<file path="src/rtl/sram_scan_if.sv">
// SRAM read-bus bundle shared with the sort stage: request/grant handshake
// plus the address, enables and read data of the word being fetched.
interface sram_scan_if #(
  parameter int ADDR_W = 2,
  parameter int DATA_W = 8
);
  logic              bus_req;
  logic              bus_gnt;
  logic [ADDR_W-1:0] sram_addr;
  logic              sram_ce;
  logic              sram_oe;
  logic [DATA_W-1:0] sram_rdata;

  modport master (
    output bus_req, sram_addr, sram_ce, sram_oe,
    input  bus_gnt, sram_rdata
  );

  modport slave (
    input  bus_req, sram_addr, sram_ce, sram_oe,
    output bus_gnt, sram_rdata
  );
endinterface

</file>
<file path="src/rtl/sram_scan_display.sv">
// Post-sort display scanner: walks SRAM words 0..NUM_WORDS-1, reads each one
// while holding the bus grant, and shows data (two digits) and address (one
// digit) on active-low 7-segment displays for DWELL cycles per word.
module sram_scan_display #(
  parameter int ADDR_W    = 2,
  parameter int DATA_W    = 8,
  parameter int NUM_WORDS = 4,
  parameter int READ_WAIT = 2,
  parameter int DWELL     = 50000000
) (
  input  logic              clk,
  input  logic              rst_n,
  input  logic              start,
  input  logic              stop,
  input  logic              loop_en,
  sram_scan_if.master       bus,
  output logic              busy,
  output logic              done,
  output logic [ADDR_W-1:0] cur_addr,
  output logic [6:0]        HEX0,
  output logic [6:0]        HEX1,
  output logic [6:0]        HEX2
);

  localparam int WW = (READ_WAIT > 1) ? $clog2(READ_WAIT) : 1;
  localparam int DW = (DWELL > 1) ? $clog2(DWELL) : 1;
  localparam logic [WW-1:0]     WAIT_LAST  = WW'(READ_WAIT - 1);
  localparam logic [DW-1:0]     DWELL_LAST = DW'(DWELL - 1);
  localparam logic [ADDR_W-1:0] LAST_IDX   = ADDR_W'(NUM_WORDS - 1);
  localparam logic [6:0]        BLANK      = 7'h7F;

  typedef enum logic [1:0] {IDLE, REQ, READ, SHOW} state_t;

  state_t            state, next;
  logic [ADDR_W-1:0] idx, idx_n;
  logic [WW-1:0]     wait_cnt;
  logic [DW-1:0]     dwell_cnt;
  logic [DATA_W-1:0] latch;
  logic              valid;
  logic              capture, fin;
  logic              req_q, rd_q;
  logic [ADDR_W-1:0] addr_q;

  function automatic logic [6:0] seg(input logic [3:0] d);
    case (d)
      4'h0: seg = 7'h40;  4'h1: seg = 7'h79;  4'h2: seg = 7'h24;  4'h3: seg = 7'h30;
      4'h4: seg = 7'h19;  4'h5: seg = 7'h12;  4'h6: seg = 7'h02;  4'h7: seg = 7'h78;
      4'h8: seg = 7'h00;  4'h9: seg = 7'h10;  4'hA: seg = 7'h08;  4'hB: seg = 7'h03;
      4'hC: seg = 7'h27;  4'hD: seg = 7'h21;  4'hE: seg = 7'h06;  default: seg = 7'h0E;
    endcase
  endfunction

  // Enables follow the registered read phase but drop the same cycle the grant
  // is withdrawn, so the scanner never drives the bus it no longer owns.
  assign bus.bus_req   = req_q;
  assign bus.sram_addr = addr_q;
  assign bus.sram_ce   = rd_q & bus.bus_gnt;
  assign bus.sram_oe   = rd_q & bus.bus_gnt;

  // Next-state / word-index decode; stop wins over everything outside IDLE.
  always_comb begin
    next    = state;
    idx_n   = idx;
    capture = 1'b0;
    fin     = 1'b0;
    case (state)
      IDLE: begin
        if (start && !stop) begin
          next  = REQ;
          idx_n = '0;
        end
      end
      REQ: begin
        if (stop)             next = IDLE;
        else if (bus.bus_gnt) next = READ;
      end
      READ: begin
        if (stop)              next = IDLE;
        else if (!bus.bus_gnt) next = REQ;
        else if (wait_cnt == WAIT_LAST) begin
          next    = SHOW;
          capture = 1'b1;
        end
      end
      SHOW: begin
        if (stop) next = IDLE;
        else if (dwell_cnt == DWELL_LAST) begin
          if (idx != LAST_IDX) begin
            idx_n = idx + ADDR_W'(1);
            next  = REQ;
          end else if (loop_en) begin
            idx_n = '0;
            next  = REQ;
          end else begin
            next = IDLE;
            fin  = 1'b1;
          end
        end
      end
      default: next = IDLE;
    endcase
  end

  // State, counters and registered bus/status outputs derived from next state.
  always_ff @(posedge clk or negedge rst_n) begin
    if (!rst_n) begin
      state     <= IDLE;
      idx       <= '0;
      wait_cnt  <= '0;
      dwell_cnt <= '0;
      req_q     <= 1'b0;
      rd_q      <= 1'b0;
      addr_q    <= '0;
      busy      <= 1'b0;
      done      <= 1'b0;
      latch     <= '0;
      cur_addr  <= '0;
      valid     <= 1'b0;
    end else begin
      state     <= next;
      idx       <= idx_n;
      wait_cnt  <= (state == READ && next == READ) ? wait_cnt + WW'(1) : '0;
      dwell_cnt <= (state == SHOW && next == SHOW) ? dwell_cnt + DW'(1) : '0;
      req_q     <= (next == REQ) || (next == READ);
      rd_q      <= (next == READ);
      addr_q    <= idx_n;
      busy      <= (next != IDLE);
      done      <= fin;
      if (capture) begin
        latch    <= bus.sram_rdata;
        cur_addr <= idx;
        valid    <= 1'b1;
      end
    end
  end

  // Segment drivers: blank until the first word is captured, then track it.
  always_ff @(posedge clk or negedge rst_n) begin
    if (!rst_n) begin
      HEX0 <= BLANK;
      HEX1 <= BLANK;
      HEX2 <= BLANK;
    end else if (valid) begin
      HEX0 <= seg(latch[3:0]);
      HEX1 <= seg(latch[7:4]);
      HEX2 <= seg(4'(cur_addr));
    end
  end

endmodule
</file>
<file path="src/flat_wrapper.sv">
// flat-port wrapper written by rule: the top's interface ports become plain ports
module sram_scan_display_flat 
#(
  parameter int ADDR_W    = 2,
  parameter int DATA_W    = 8,
  parameter int NUM_WORDS = 4,
  parameter int READ_WAIT = 2,
  parameter int DWELL     = 50000000
)
  (clk, rst_n, start, stop, loop_en, busy, done, cur_addr, HEX0, HEX1, HEX2, bus_bus_req, bus_sram_addr, bus_sram_ce, bus_sram_oe, bus_bus_gnt, bus_sram_rdata);
  sram_scan_if #(.ADDR_W(ADDR_W), .DATA_W(DATA_W)) bus_i ();
  input  logic clk;
  input  logic rst_n;
  input  logic start;
  input  logic stop;
  input  logic loop_en;
  output logic busy;
  output logic done;
  output logic [ADDR_W-1:0] cur_addr;
  output logic [6:0] HEX0;
  output logic [6:0] HEX1;
  output logic [6:0] HEX2;
  output wire logic [$bits(bus_i.bus_req)-1:0] bus_bus_req;
  output wire logic [$bits(bus_i.sram_addr)-1:0] bus_sram_addr;
  output wire logic [$bits(bus_i.sram_ce)-1:0] bus_sram_ce;
  output wire logic [$bits(bus_i.sram_oe)-1:0] bus_sram_oe;
  input wire logic [$bits(bus_i.bus_gnt)-1:0] bus_bus_gnt;
  input wire logic [$bits(bus_i.sram_rdata)-1:0] bus_sram_rdata;
  assign bus_bus_req = bus_i.bus_req;
  assign bus_sram_addr = bus_i.sram_addr;
  assign bus_sram_ce = bus_i.sram_ce;
  assign bus_sram_oe = bus_i.sram_oe;
  assign bus_i.bus_gnt = bus_bus_gnt;
  assign bus_i.sram_rdata = bus_sram_rdata;
  sram_scan_display #(.ADDR_W(ADDR_W), .DATA_W(DATA_W), .NUM_WORDS(NUM_WORDS), .READ_WAIT(READ_WAIT), .DWELL(DWELL)) u_core (.clk(clk), .rst_n(rst_n), .start(start), .stop(stop), .loop_en(loop_en), .bus(bus_i), .busy(busy), .done(done), .cur_addr(cur_addr), .HEX0(HEX0), .HEX1(HEX1), .HEX2(HEX2));
endmodule
</file>
<file path="config.mk">
export PLATFORM = sky130hd
export DESIGN_NAME = sram_scan_display_flat
export DESIGN_NICKNAME = d
export VERILOG_FILES = /design/src/rtl/sram_scan_if.sv /design/src/rtl/sram_scan_display.sv /design/src/flat_wrapper.sv
export SDC_FILE = /design/constraint.sdc
export NUM_CORES = 1
export LEC_CHECK = 0
export ABC_AREA = 1
export CAP_MARGIN = 10
export CORE_MARGIN = 8
export CORE_UTILIZATION = 49
export DETAILED_ROUTE_END_ITERATION = 10
export GPL_TIMING_DRIVEN = 0
export HOLD_SLACK_MARGIN = 0.06
export PLACE_DENSITY = 0.71
export SLEW_MARGIN = 20
export SYNTH_ARGS = -nofsm -noshare
export SYNTH_HDL_FRONTEND = slang
export SYNTH_SLANG_ARGS = --single-unit
</file>
<file path="constraint.sdc">
create_clock -name clk -period 2.4 [get_ports clk]
set_input_delay 0.6 -clock clk [delete_from_list [all_inputs] [get_ports clk]]
set_output_delay 0.6 -clock clk [all_outputs]
set_load 0.01 [all_outputs]
</file>
==> results of run 1 <==
-- synthesized netlist by cell type, types with 4 or more instances --
cell type	count
sky130_fd_sc_hd__nand2_2	8
sky130_fd_sc_hd__nand4_1	10
sky130_fd_sc_hd__nand3_1	21
sky130_fd_sc_hd__dfrtp_1	46
sky130_fd_sc_hd__o211ai_1	5
sky130_fd_sc_hd__nor2_4	4
sky130_fd_sc_hd__ha_1	21
sky130_fd_sc_hd__nand2_1	72
sky130_fd_sc_hd__clkbuf_1	6
sky130_fd_sc_hd__nor2_1	71
sky130_fd_sc_hd__o21ai_0	23
sky130_fd_sc_hd__a32oi_1	4
sky130_fd_sc_hd__nor4_1	4
sky130_fd_sc_hd__a21oi_1	30
sky130_fd_sc_hd__nor3_1	9
sky130_fd_sc_hd__dfstp_2	20
sky130_fd_sc_hd__inv_1	60
-- flip-flops by register name, summed over array words and instances, names as in the netlist --
name / count
u_core.idx: 2
u_core.bus.bus_req: 1
u_core.state: 2
u_core.busy: 1
u_core.HEX0: 7
u_core.rd_q: 1
u_core.valid: 1
u_core.wait_cnt: 1
u_core.dwell_cnt: 26
u_core.latch: 8
u_core.HEX1: 7
u_core.cur_addr: 2
u_core.done: 1
u_core.HEX2: 6
-- layout make-up --
| class | instances | area, um2 | share of cell area |
|---|---|---|---|
| Buffer | 12 | 67.6 | 0.0144 |
| Clock buffer | 14 | 163 | 0.0347 |
| Clock inverter | 2 | 60.1 | 0.0128 |
| Inverter | 63 | 241 | 0.0515 |
| Multi-Input combinational cell | 307 | 1740 | 0.372 |
| Sequential cell | 66 | 1680 | 0.359 |
| Tap cell | 99 | 124 | 0.0264 |
| Timing Repair Buffer | 62 | 607 | 0.130 |
-- metal layers --
layer / track usage / part of all wire / up-vias
met4: 0.0937 / 0.026 / 0
met5: 0 / 0 / -
met2: 0.281 / 0.47 / 120
li1: - / - / 1594
met3: 0.0361 / 0.071 / 21
met1: 0.225 / 0.44 / 1559
-- how the worst max path moves through the flow --
| stage | cells after the start | end | slack [ps] |
|---|---|---|---|
| CTS | 16 | u_core.dwell_cnt[6] | 20 |
| global placement | 1 | u_core.busy | -1410 |
| floorplan | 14 | u_core.dwell_cnt[23] | 290 |
| detailed placement | 9 | u_core.dwell_cnt[23] | -510 |
| finish | 5 | bus_sram_oe | 130 |
| global route | 16 | u_core.dwell_cnt[15] | -40 |
-- per-stage QoR --
| stage | util | setup TNS (ps) |
|---|---|---|
| finish | 0.646 | 0 |
| floorplan | - | 0 |
| global route | 0.646 | -106 |
| global placement | 0.581 | -86270 |
| detailed placement | 0.585 | -10580 |
| CTS | 0.617 | 0 |
-- power groups by stage --
stage | sequential (mW) | clock (mW) | combinational, mW
floorplan | 1.25 | 0 | 0.253
global placement | 1.24 | 0 | 0.444
detailed placement | 1.25 | 0 | 0.471
CTS | 1.22 | 1.07 | 0.483
global route | 1.24 | 1.12 | 0.564
finish | 1.23 | 1.06 | 0.494
-- timing repair --
item                                    in CTS  in global routing
endpoints found under the setup margin      24                 23
pin swaps                                    0                  7
buffers inserted                             1                 16
cloned                                       0                  1
gates resized for setup                      7                 26
-- cell families after synthesis --
group | count (synthesis) | share of synthesized area
compound gates | 72 | 0.112
xor+xnor | 5 | 0.0120
fa+ha+maj | 21 | 0.0718
buf+inv | 75 | 0.0817
flops | 66 | 0.458
mux | 1 | 0.00308
simple gates | 208 | 0.261
-- worst max-delay path, cell delays in order --
cell	delay, ps
sky130_fd_sc_hd__dlygate4sd2_1	310
sky130_fd_sc_hd__nand2_1	70
sky130_fd_sc_hd__inv_1	70
sky130_fd_sc_hd__buf_4	100
sky130_fd_sc_hd__clkdlybuf4s50_1	520
==> impl_metrics.json, run 1 <==
{
  "clock_sinks": 66,
  "p_int_mw": 2.03,
  "place_inst": 591,
  "postRouteWirelength_um": 9180,
  "antenna_cells": 0,
  "vias": 3294,
  "netlist_top_cells_area": "sky130_fd_sc_hd__dfrtp_1 (31%), sky130_fd_sc_hd__dfstp_2 (14%), sky130_fd_sc_hd__nand2_1 (7.4%)",
  "pwr-share-clk": 0.382,
  "detail_route.vias_per_cell": 5.27,
  "layout.nets": 556,
  "grt_antenna_before_repair": 0,
  "worstReg2RegEnd": "u_core.dwell_cnt[20]",
  "netSwitchingFraction": 0.269,
  "cp_data_arrival_time_ps": 1670,
  "clock_tree_from_tritoncts": "done",
  "r2r_cells": 18,
  "netlist-cell-type-count": 40,
  "power.sequential.fraction": 0.440,
  "worst_clock_skew_ps": 11.5,
  "cts_made_buffers": 9,
  "worst_setup_path_startpoint": "bus_bus_gnt",
  "gp_congestion": 0.911,
  "fill_cells": 627,
  "logic_gate_share_of_total_power": 0.178,
  "reported_leakage_power_nw": 2.04,
  "drc": 0,
  "tightest_slew_ps": 481,
  "layout-drive-gt1-share": 0.203,
  "vdd.ir_drop.worst_mv": 0.541,
  "netlist.area_leader.share": 0.314,
  "grt_start_max_net_pins": 47,
  "max_freq_ghz": 0.441,
  "drtAntennaViolNets": 0,
  "starting_utilization_of_the_core_area": 0.505,
  "syn-mean-instance-area_um2": 8.17,
  "mostFrequentLayoutCells": "sky130_fd_sc_hd__nor2_1 (67), sky130_fd_sc_hd__nand2_1 (65), sky130_fd_sc_hd__inv_1 (55)",
  "die_area_um2": 10500,
  "rows": 31,
  "cp.required_ps": 1800,
  "synth.yosys.warnings": 0,
  "drt-initial-drc-count": 176,
  "synth.largest_area_cell": "sky130_fd_sc_hd__dfrtp_1",
  "synth_top_flop_cell": "sky130_fd_sc_hd__dfrtp_1",
  "grt_pass1_wl_um": 14800,
  "preCtsSetupSlack_ps": -507,
  "grt.total_usage": 0.178,
  "io_pins": 44,
  "post_dp_cell_area_um2": 4240,
  "timing.reg2reg.setup_slack_ps": 150,
  "final-max-slew-violation-count": 0,
  "final_global_route_overflow_total": 0,
  "holdBufCountCts": 0,
  "root_buffer": "sky130_fd_sc_hd__clkbuf_8",
  "power.density_nw_per_um2": 594,
  "layout_commonest_cell": "sky130_fd_sc_hd__nor2_1",
  "synth-seq-cells": 66,
  "io_buffers": 43,
  "finalSetupViolCount": 0,
  "hpwlAfterDp_um": 6500,
  "max_slew_margin": 0.680,
  "synthesis.area_um2": 3660,
  "worstSkewPairLatency_ps": 350,
  "finalHoldViolations": 0,
  "cts.htree.levels": 3,
  "ys_seq_area_frac": 0.458,
  "critical_path_class": "primary input to output pin",
  "fin_crit_sh": 0.945,
  "total_switching_power_uw": 748,
  "non_filler_instances": 625,
  "finalCriticalPeriod_ps": 2270,
  "grt_pass1_vias": 3220,
  "final_cell_area_um2": 4690,
  "synth_async_sr_flop_share": 1.00,
  "synth_enable_flop_cells": 0,
  "timing.hold.ws_ps": 146,
  "drt_pre_antenna_iters": 4,
  "routed_wire_length_per_instance_um": 14.7,
  "core_region_area_um2": 7250,
  "layout-area-overhead-vs-synth_pct": 28.0,
  "critical_path.reg2reg.startpoint": "u_core.dwell_cnt[18]",
  "syn_inst": 448,
  "clkSlewWorstSetupHoldPaths_ps": 70,
  "postSynthNetCount": 483,
  "setup_ws_ps": 131,
  "report.power.total_mw": 2.78,
  "run_status": "complete, no violations",
  "chipHeight_um": 102,
  "timing.hold.worst.class": "primary input to asynchronous set/reset pin",
  "cts.path.max_buffers": 2,
  "critical_path.startpoint_type": "primary input",
  "dieWidth_um": 102,
  "worstSetupEndpointType": "output pin",
  "cap_violations": 0,
  "maximum_fanout_along_the_worst_path": 6
}
No activity file was read; power rests on OpenSTA's default activity.
==> inputs of run 2 (changes only) <==
--- a/config.mk
+++ b/config.mk
@@ -6,14 +6,16 @@
 export NUM_CORES = 1
 export LEC_CHECK = 0
 export ABC_AREA = 1
-export CAP_MARGIN = 10
+export CAP_MARGIN = 20
 export CORE_MARGIN = 8
 export CORE_UTILIZATION = 49
 export DETAILED_ROUTE_END_ITERATION = 10
 export GPL_TIMING_DRIVEN = 0
 export HOLD_SLACK_MARGIN = 0.06
 export PLACE_DENSITY = 0.71
+export RECOVER_POWER = 100
 export SLEW_MARGIN = 20
 export SYNTH_ARGS = -nofsm -noshare
 export SYNTH_HDL_FRONTEND = slang
 export SYNTH_SLANG_ARGS = --single-unit
+export TNS_END_PERCENT = 30
==> impl_metrics.json, run 2 (synthesis gave the netlist of run 1 again) <==
{
  "root_buffer": "sky130_fd_sc_hd__clkbuf_8",
  "worstReg2RegEnd": "u_core.dwell_cnt[20]",
  "critical_path.startpoint_type": "primary input",
  "worstSetupEndpointType": "output pin",
  "hpwlAfterDp_um": 6500,
  "detail_route.vias_per_cell": 5.25,
  "largest_register_ff_count": 26,
  "io_buffers": 43,
  "clock_tree_from_tritoncts": "done",
  "grt_pass1_wl_um": 14800,
  "core_region_area_um2": 7250,
  "drt-initial-drc-count": 152,
  "final_global_route_overflow_total": 0,
  "p_int_mw": 2.02,
  "finalCriticalPeriod_ps": 2270,
  "met3_usage": 0.0361,
  "layout_commonest_cell": "sky130_fd_sc_hd__nor2_1",
  "tightest_slew_ps": 1270,
  "postRouteWirelength_um": 9160,
  "layout_top_registers": "u_core.dwell_cnt x26, u_core.latch x8",
  "finalHoldViolations": 0,
  "finalSetupViolCount": 0,
  "final-max-slew-violation-count": 0,
  "timing.hold.worst.class": "register to register",
  "clkSlewWorstSetupHoldPaths_ps": 60,
  "grt.total_usage": 0.178,
  "antenna_cells": 0,
  "worst_clock_skew_ps": 11.1,
  "worst_setup_path_startpoint": "bus_bus_gnt",
  "drc": 0,
  "layout.nets": 556,
  "drtAntennaViolNets": 0,
  "run_status": "complete, no violations",
  "mostFrequentLayoutCells": "sky130_fd_sc_hd__nor2_1 (67), sky130_fd_sc_hd__nand2_1 (65), sky130_fd_sc_hd__inv_1 (55)",
  "logic_gate_share_of_total_power": 0.173,
  "holdBufCountCts": 0,
  "total_switching_power_uw": 751,
  "cp_cell_sequence": "dlygate4sd2_1 -> nand2_1 -> inv_1 -> buf_4 -> clkdlybuf4s50_1",
  "rows": 31,
  "critical_path.reg2reg.startpoint": "u_core.dwell_cnt[18]",
  "grtUsageMet2": 0.281,
  "power.density_nw_per_um2": 592,
  "dieWidth_um": 102,
  "drt_pre_antenna_iters": 6,
  "r2r_cells": 18,
  "grt_antenna_before_repair": 0,
  "cap_violations": 0,
  "layout-area-overhead-vs-synth_pct": 27.9,
  "logic_depth_of_the_worst_setup_path_including_buffers": 5,
  "cts_made_buffers": 9,
  "chipHeight_um": 102,
  "timing.reg2reg.setup_slack_ps": 150,
  "pwr-share-clk": 0.385,
  "critPathSlowestCell": "sky130_fd_sc_hd__clkdlybuf4s50_1",
  "cp.required_ps": 1800,
  "cts.htree.levels": 3,
  "power.sequential.fraction": 0.442,
  "clock_sinks": 66,
  "post_dp_cell_area_um2": 4240,
  "netSwitchingFraction": 0.271,
  "max_freq_ghz": 0.440,
  "cpLargestDelayFamily": "buffers and inverters",
  "setup_tns_ps": 0,
  "grt_pass1_vias": 3220,
  "vdd.ir_drop.worst_mv": 0.538,
  "maximum_fanout_along_the_worst_path": 6,
  "fin_crit_sh": 0.946,
  "critical_path.max_stage_delay_ps": 520,
  "grt_start_max_net_pins": 47,
  "fill_cells": 629,
  "global_route.usage.met1": 0.225,
  "gp_congestion": 0.911,
  "cts.path.max_buffers": 2,
  "layout-drive-gt1-share": 0.200,
  "cp_data_arrival_time_ps": 1670,
  "worstSkewPairLatency_ps": 350,
  "io_pins": 44,
  "max_slew_margin": 0.153,
  "top_usage_layer": "met2",
  "final_cell_area_um2": 4680,
  "buffers_inverters_on_critical_path": 4,
  "die_area_um2": 10500,
  "critical_path_class": "primary input to output pin",
  "endpoint": "bus_sram_oe",
  "reported_leakage_power_nw": 2.08,
  "starting_utilization_of_the_core_area": 0.505,
  "routed_wire_length_per_instance_um": 14.7,
  "vias": 3283,
  "regMostFlops": "u_core.dwell_cnt"
}
==> run 2: changes by cell type in the layout (fill, tap and decap cells not counted) <==
cell and delta:
sky130_fd_sc_hd__o21ai_0 +1, sky130_fd_sc_hd__buf_2 -1, sky130_fd_sc_hd__clkbuf_1 +2, sky130_fd_sc_hd__dlygate4sd3_1 +28, sky130_fd_sc_hd__o21ai_1 -1, sky130_fd_sc_hd__clkdlybuf4s50_1 -28
sky130_fd_sc_hd__buf_4 -1
==> run 2: per-layer routing <==
metal  up-vias  routed length [um]
li1       1599                   -
met1      1555                4110
met2       108                4270
met3        21                 564
met4         0                 225
met5         -                   0
==> run 2: power groups by stage <==
stage / clock, mW / combinational (mW) / sequential [mW]
after floorplan: 0 / 0.253 / 1.25
after global placement: 0 / 0.444 / 1.24
after global routing: 1.12 / 0.548 / 1.23
after detailed placement: 0 / 0.471 / 1.25
after CTS: 1.07 / 0.483 / 1.22
final: 1.07 / 0.479 / 1.22
==> run 2: worst min-delay path, cell delays in order, from the launching register on <==
cell                      delay [ps]
sky130_fd_sc_hd__dfstp_2         370
sky130_fd_sc_hd__inv_1            40
sky130_fd_sc_hd__nor2_1           30
==> run 2: what timing repair did <==
action,in CTS,in global routing
cloned,0,1
endpoints found under the setup margin,24,24
setup buffers,0,17
endpoints found under the hold margin,0,0
gates resized for setup,7,26
pin swaps,0,7
==> run 2: layout make-up <==
type	instances	area, um2	area share
buffer	12	66.3	0.0142
timing repair buffer	62	603	0.129
sequential	66	1680	0.359
multi-input combinational	307	1740	0.372
clock buffer	14	163	0.0348
tap	99	124	0.0265
clock inverter	2	60.1	0.0128
inverter	63	241	0.0516
==> run 2: stage by stage <==
stage / total power [mW] / hold WS, ps / utilization / setup WS (ps) / cells
after floorplan: 1.51 / 304 / - / 295 / 448
after global placement: 1.69 / 429 / 0.581 / -1410 / 590
after detailed placement: 1.72 / 428 / 0.585 / -507 / 591
after CTS: 2.78 / 147 / 0.616 / -11.4 / 607
after global routing: 2.91 / 445 / 0.645 / -35.8 / 625
final: 2.77 / 439 / 0.645 / 128 / 625
==> run 2: how the worst min path moves through the flow <==
stage | startpoint | end | slack (ps) | depth (start not counted)
after global placement | u_core.HEX2[1] | u_core.HEX2[1] | 430 | 2
after floorplan | rst_n | u_core.bus.bus_req | 300 | 0
final | u_core.HEX2[1] | u_core.HEX2[1] | 440 | 2
after detailed placement | u_core.HEX2[1] | u_core.HEX2[1] | 430 | 2
after CTS | rst_n | u_core.dwell_cnt[19] | 150 | 1
after global routing | u_core.HEX2[1] | u_core.HEX2[1] | 440 | 2
